File: config.mk
export PLATFORM = sky130hd
export DESIGN_NAME = regfile_wb_arbiter
export DESIGN_NICKNAME = d
export VERILOG_FILES = /design/src/rtl/regfile_wb_arbiter.sv
export SDC_FILE = /design/constraint.sdc
export NUM_CORES = 1
export LEC_CHECK = 0
export CAP_MARGIN = 15
export CORE_MARGIN = 2
export CORE_UTILIZATION = 43
export CTS_CLUSTER_DIAMETER = 120
export DETAILED_ROUTE_END_ITERATION = 6
export PLACE_DENSITY_LB_ADDON = 0.25
export SYNTH_ARGS = -nofsm -noshare
export SYNTH_HDL_FRONTEND = slang
export SYNTH_SLANG_ARGS = --single-unit
File: constraint.sdc
create_clock -name clk -period 3.9 [get_ports clk]
set_input_delay 0.39 -clock clk [delete_from_list [all_inputs] [get_ports clk]]
set_output_delay 0.39 -clock clk [all_outputs]
set_load 0.005 [all_outputs]
File: src/rtl/regfile_wb_arbiter.sv
// Register-file write-port controller: round-robin arbitration between two
// write-back requesters plus a sequencer that zeroes x1..x(2**ADDR-1).
module regfile_wb_arbiter #(
    parameter int unsigned DATA = 32,
    parameter int unsigned ADDR = 5
) (
    input  logic            clk,
    input  logic            rst,
    input  logic            v0,
    input  logic [ADDR-1:0] a0,
    input  logic [DATA-1:0] d0,
    output logic            r0,
    input  logic            v1,
    input  logic [ADDR-1:0] a1,
    input  logic [DATA-1:0] d1,
    output logic            r1,
    input  logic            clr,
    output logic            busy,
    output logic            clr_done,
    output logic            WE,
    output logic [ADDR-1:0] WA,
    output logic [DATA-1:0] WD
);

    localparam logic [0:0]      ST_ARB   = 1'b0;
    localparam logic [0:0]      ST_CLEAR = 1'b1;
    localparam logic [ADDR-1:0] CNT_LAST = {ADDR{1'b1}};

    logic [0:0]      state;
    logic [0:0]      state_next;
    logic            ptr;      // last granted requester
    logic [ADDR-1:0] cnt;      // next register to clear
    logic            grant0;
    logic            grant1;

    // Next-state and grant decode; ready never depends on the write outputs
    always_comb begin
        state_next = state;
        grant0     = 1'b0;
        grant1     = 1'b0;
        case (state)
            ST_ARB: begin
                if (clr) begin
                    state_next = ST_CLEAR;
                end else begin
                    grant0 = v0 && (!v1 || ptr);
                    grant1 = v1 && (!v0 || !ptr);
                end
            end
            ST_CLEAR: begin
                if (cnt == CNT_LAST) begin
                    state_next = ST_ARB;
                end
            end
            default: state_next = ST_ARB;
        endcase
    end

    assign r0   = grant0;
    assign r1   = grant1;
    assign busy = (state == ST_CLEAR);

    // State register
    always_ff @(posedge clk) begin
        if (rst) begin
            state <= ST_ARB;
        end else begin
            state <= state_next;
        end
    end

    // Write-port registers, clear counter and round-robin pointer
    always_ff @(posedge clk) begin
        if (rst) begin
            WE       <= 1'b0;
            WA       <= '0;
            WD       <= '0;
            clr_done <= 1'b0;
            cnt      <= '0;
            ptr      <= 1'b1;
        end else begin
            WE       <= 1'b0;
            clr_done <= 1'b0;
            if (state == ST_CLEAR) begin
                WE <= 1'b1;
                WA <= cnt;
                WD <= '0;
                if (cnt == CNT_LAST) begin
                    clr_done <= 1'b1;
                end else begin
                    cnt <= cnt + ADDR'(1);
                end
            end else if (clr) begin
                cnt <= ADDR'(1);
            end else if (grant0) begin
                WE  <= (a0 != '0);
                WA  <= a0;
                WD  <= d0;
                ptr <= 1'b0;
            end else if (grant1) begin
                WE  <= (a1 != '0);
                WA  <= a1;
                WD  <= d1;
                ptr <= 1'b1;
            end
        end
    end

endmodule

; ---- Word level (Yosys, flattened, before mapping)
; Index checks and enable logic that the tools add are counted.
[totals]
wordCells = 54
out_inout_bits = 42
in_bits = 79
register_bits = 46
[classes]
addsub = 1
n_reduce_logical = 18
bitwise = 2
muxes = 23
n_eq_ne = 3
[op_table]
columns = op, n
row1 = 2-to-1 mux 32 bit, 2
row2 = 2-to-1 mux 5 bit, 7
row3 = 2-to-1 mux 1 bit, 13
row4 = nonzero test 5 bit, 2
row5 = AND reduction 2 bit, 3
row6 = adder 5 x 1 -> 5 bit (second input constant), 1
row7 = equality test 5 bit (second input constant), 1
row8 = nonzero test 2 bit, 2
row9 = OR reduction 2 bit, 2
row10 = zero test 1 bit, 3
row11 = AND reduction 3 bit, 1
row12 = nonzero test 3 bit, 1
row13 = logical AND 1 bit, 2
row14 = logical OR 1 bit, 2
row15 = inequality test 2 x 1 -> 1 bit (second input constant), 1
row16 = inequality test 2 bit (second input constant), 1
row17 = NOT 1 bit, 2
row18 = case mux 1 bit (2 select lines), 1

; ---- Logic depth before layout (Yosys ltp)
[depth]
word_depth = 9
ltp_mapped = 6
ltp_nobuf = 6

; ---- Least setup slack after synthesis
; Ideal clock, no wire load.
[synth_timing]
kind = reg-to-reg
from = register cnt[0]
to = register cnt[2]
path_stages_with_launch = 7
t_arrival_ps = 1409
setup_ps = 91
setup_slack_ps = 2400
required_ps = 3809
n_path_buf = 0
period_less_slack_ps = 1500
path_cell_list = dfxtp_1 > ha_1 > and3_1 > ha_1 > nor2b_1 > a21oi_1 > a311oi_1
[synth_between]
elab_chain_cells = 3
elab_cells_between_ends = 6
classes_between = 1 x add/sub / 2 x eq/ne / 2 x mux / 1 x reduce/logical
[synth_lines]
columns = item, line
row1 = start: declaration, 32  ; logic [ADDR-1:0] cnt;
row2 = start signal: assignment, 91  ; cnt <= cnt + ADDR'(1);
row3 = adder 5 x 1 -> 5 bit or equality test 5 bit (tied branches), "91, 88"
row4 = 2-to-1 mux 5 bit or inequality test 2 bit (tied branches), --
row5 = 2-to-1 mux 5 bit or AND reduction 2 bit (tied branches), --
; Parallel ways exist; a longest one is shown, timed or not. The select of a mux whose other input is x is not followed.
; A chain may end at the register's enable or synchronous reset.

; ---- Worst setup path after layout
[layout_timing]
from = input port clr
to = output port r1
[layout_between]
elab_chain_cells = 2
[layout_lines]
columns = item, line
row1 = start: declaration, 17  ; input logic clr,
row2 = 2-to-1 mux 1 bit, 43  ; if (clr) begin
row3 = 2-to-1 mux 1 bit, 41  ; case (state)
row4 = end: declaration, 16  ; output logic r1,
; Every way passes these cells.

==> impl_metrics.py <==
metrics = {
    "die": {
        "dieWidth_um": 77.63,
        "num_rows": 26,
        "initial_utilization": 0.4507,
        "dieArea_sq_um": 6026,
        "core-area_sq_um": 5172,
        "die_h_um": 77.63,
        "io-pin-count": 121,
    },
    "status": {
        "outcome": "completed",
    },
    "synth": {
        "synth_edf_count": 0,
        "ys_seq_area_frac": 0.3951,
        "yosys_warnings": 0,
        "synth-main-ff-cell": "dfxtp_1",
        "ys_ff_latch": 46,
        "synth_area_sq_um": 2331,
        "post_synth_num_cell_types": 33,
        "syn-instance-count": 279,
        "syn-num-nets": 360,
        "synthArstFlopShare": 0,
        "syn_area_per_cell_sq_um": 8.355,
    },
    "setup_path": {
        "cp_max_fo": 5,
        "required_ns": 3.51,
        "r2r_slack_ns": 1.72,
        "path_buf_inv": 2,
        "endpoint": "r1",
        "timing.rr.end": "WD[10]$_SDFFE_PP0P_",
        "cpPeakStageDelay_ns": 0.55,
        "slowest_stage": "clkdlybuf4s50_1",
        "worstSetupPathType": "in -> out",
        "cp_common_cell": "clkdlybuf4s50_1",
        "r2r_start": "busy$_SDFF_PP0_",
        "critPathLaunch": "clr",
        "cp.arrival_ns": 2.13,
        "crit_family": "buffers and inverters",
        "reg2reg_depth": 4,
        "worstSetupEndpointType": "output pin",
        "worstPathCellList": "clkdlybuf4s50_1 -> or3b_2 -> a21oi_1 -> clkdlybuf4s50_1",
        "path_depth": 4,
        "cp-start-kind": "input port",
    },
    "place": {
        "place_congestion": 0.8171,
        "io_buffers": 120,
        "dp.cells": 440,
        "dpl.hpwl_um": 4844,
    },
    "layout": {
        "regArea_sq_um": 920.9,
        "area_growth_pct": 53.41,
        "finalNetCount": 458,
        "instances_no_fill": 447,
        "final_layout_size_suffix_gt1_frac": 0.05305,
        "nFillCells": 460,
        "multiInputGateArea_sq_um": 1237,
        "diodes": 0,
    },
    "power": {
        "power_density_nw_per_um2": 295.6,
        "vdd_drop_max_uv": 176.1,
        "p_leak_nw": 1.162,
    },
    "sta": {
        "fmax_mhz": 396.7,
        "hold_viol_final": 0,
        "max-slew-margin-rel": 0.3970,
        "maxSlewViolCount": 0,
        "setup_viol": 0,
        "rsz0062_at_grt": "no",
        "tightestPinTransition_ns": 0.9045,
        "period_share": 0.6464,
        "finalSetupTns_ns": 0,
        "period_needed_ns": 2.521,
        "fin_worst_skew_ns": 0.003630,
    },
    "drt": {
        "drtPass1Iterations": 4,
        "ant_nets": 0,
        "wl_per_cell_um": 16.59,
        "drc": 0,
        "drt-initial-drc-count": 275,
        "viasPerCell": 5.817,
        "vias": 2600,
        "routed_wl_um": 7415,
    },
    "clocking": {
        "clk_pin_slew_ns": 0.08,
        "cts_hold_buf": 0,
        "cts_buffer_depth": 2,
        "root_buffer": "clkbuf_8",
        "tritoncts": "built",
        "insertion_delay_ns": 0.29,
        "cts_buffers": 5,
        "cts.sinks": 46,
        "htreeDepth": 2,
        "cts_resized": 0,
        "postCtsSetupRepairBufs": 0,
    },
    "job": {
        "drv_cap": 0,
    },
    "global_route": {
        "grt_pass1_wl_um": 11990,
        "antenna_found_initial": 0,
        "grt_usage": 0.2435,
        "grt_max_degree": 42,
        "grt_pass1_vias": 2482,
        "overflow": 0,
    },
    "worst_hold_path": {
        "hp-class": "reg -> reg",
        "min-delay-start": "cnt[4]$_SDFFE_PP0P_",
    },
}
==> synth_stat cells (2+ instances only) <==
cell | instances | share of area
o21ai_0 | 40 | 0.086
buf_2 | 10 | 0.021
nor2_1 | 4 | 0.0064
and2_1 | 5 | 0.013
buf_4 | 2 | 0.0064
a311oi_1 | 38 | 0.14
nand3_1 | 37 | 0.079
inv_1 | 2 | 0.0032
ha_1 | 2 | 0.011
a221oi_1 | 5 | 0.019
buf_6 | 4 | 0.019
a21oi_1 | 38 | 0.082
dfxtp_1 | 46 | 0.40
or2_2 | 3 | 0.0081
clkbuf_1 | 19 | 0.031
nor2b_1 | 4 | 0.011
nand2_1 | 4 | 0.0064
==> final cells by class <==
| type | count | share of cell area |
|---|---|---|
| Tap cell | 70 | 0.02449 |
| Multi-Input combinational cell | 196 | 0.3460 |
| Timing Repair Buffer | 126 | 0.3485 |
| Inverter | 2 | 0.002099 |
| Sequential cell | 46 | 0.2575 |
| Clock buffer | 7 | 0.02134 |
==> report_power, final <==
group,switching (mW),leakage [nW],internal [mW],total [mW]
clock network,0.147,0.0383,0.124,0.271
registers,0.0195,0.377,0.497,0.516
logic,0.114,0.747,0.156,0.270
==> worst reg2reg max path, delay by kind of cell (launching register included) <==
family                 cells  cell delay, ns
AO/OA/AOI/OAI              1            0.31
buffers and inverters      1            0.40
flip-flops                 1            0.54
AND/OR/NAND/NOR            2            0.84
==> state kept, by name (all words and copies together), names as in the netlist <==
signal / cells
WA: 5
WD: 32
WE: 1
busy: 1
clr_done: 1
cnt: 5
ptr: 1
==> layer usage <==
layer  up-vias  GRT usage  part of all wire
met5         -          0                 0
met4         0    0.05536             0.010
met3         7    0.09419              0.10
met2       126     0.3776              0.46
met1      1193     0.3200              0.42
li1       1274          -                 -
==> cell usage in the layout, fill, tap and decap left out, types with 4 or more instances in the layout <==
cell type        netlist  layout
a21oi_1               38      38
a221oi_1               5       5
a311oi_1              38      38
and2_1                 5       5
buf_4                  2       6
clkbuf_8               0       5
clkdlybuf4s50_1        0     120
dfxtp_1               46      46
nand2_1                4       4
nand3_1               37      37
o21ai_0               40      40
==> through the flow <==
step	instance area (sq um)	hold slack, ns	utilization	total power, mW	worst slack, ns
after global placement	3500	0.4779	0.6766	0.7924	1.397
after global routing	3576	0.5305	0.6913	1.116	1.268
after detailed placement	3500	0.4886	0.6766	0.7961	1.364
after floorplan	2331	0.4621	-	0.6412	2.400
final	3576	0.5034	0.6913	1.057	1.379
after CTS	3576	0.4991	0.6913	1.063	1.377
==> cell families (layout without fill, tap and decap cells) <==
family / after synthesis / after routing / share of synthesized area
AO/OA/AOI/OAI: 126 / 126 / 0.3500
AND/OR/NAND/NOR: 68 / 68 / 0.1632
flip-flops: 46 / 46 / 0.3951
buffers and inverters: 37 / 135 / 0.08105
adder cells (fa/ha/maj): 2 / 2 / 0.01073
==> worst min path at each step <==
stage | slack, ns | depth (start not counted) | end
6_report | 0.50 | 2 | cnt[4]$_SDFFE_PP0P_
5_1_grt | 0.53 | 2 | cnt[4]$_SDFFE_PP0P_
4_1_cts | 0.50 | 2 | cnt[4]$_SDFFE_PP0P_
3_5_place_dp | 0.49 | 2 | cnt[4]$_SDFFE_PP0P_
3_3_place_gp | 0.48 | 2 | cnt[4]$_SDFFE_PP0P_
2_1_floorplan | 0.46 | 1 | WA[1]$_SDFFE_PP0P_
(Power assumes the default switching activity.)
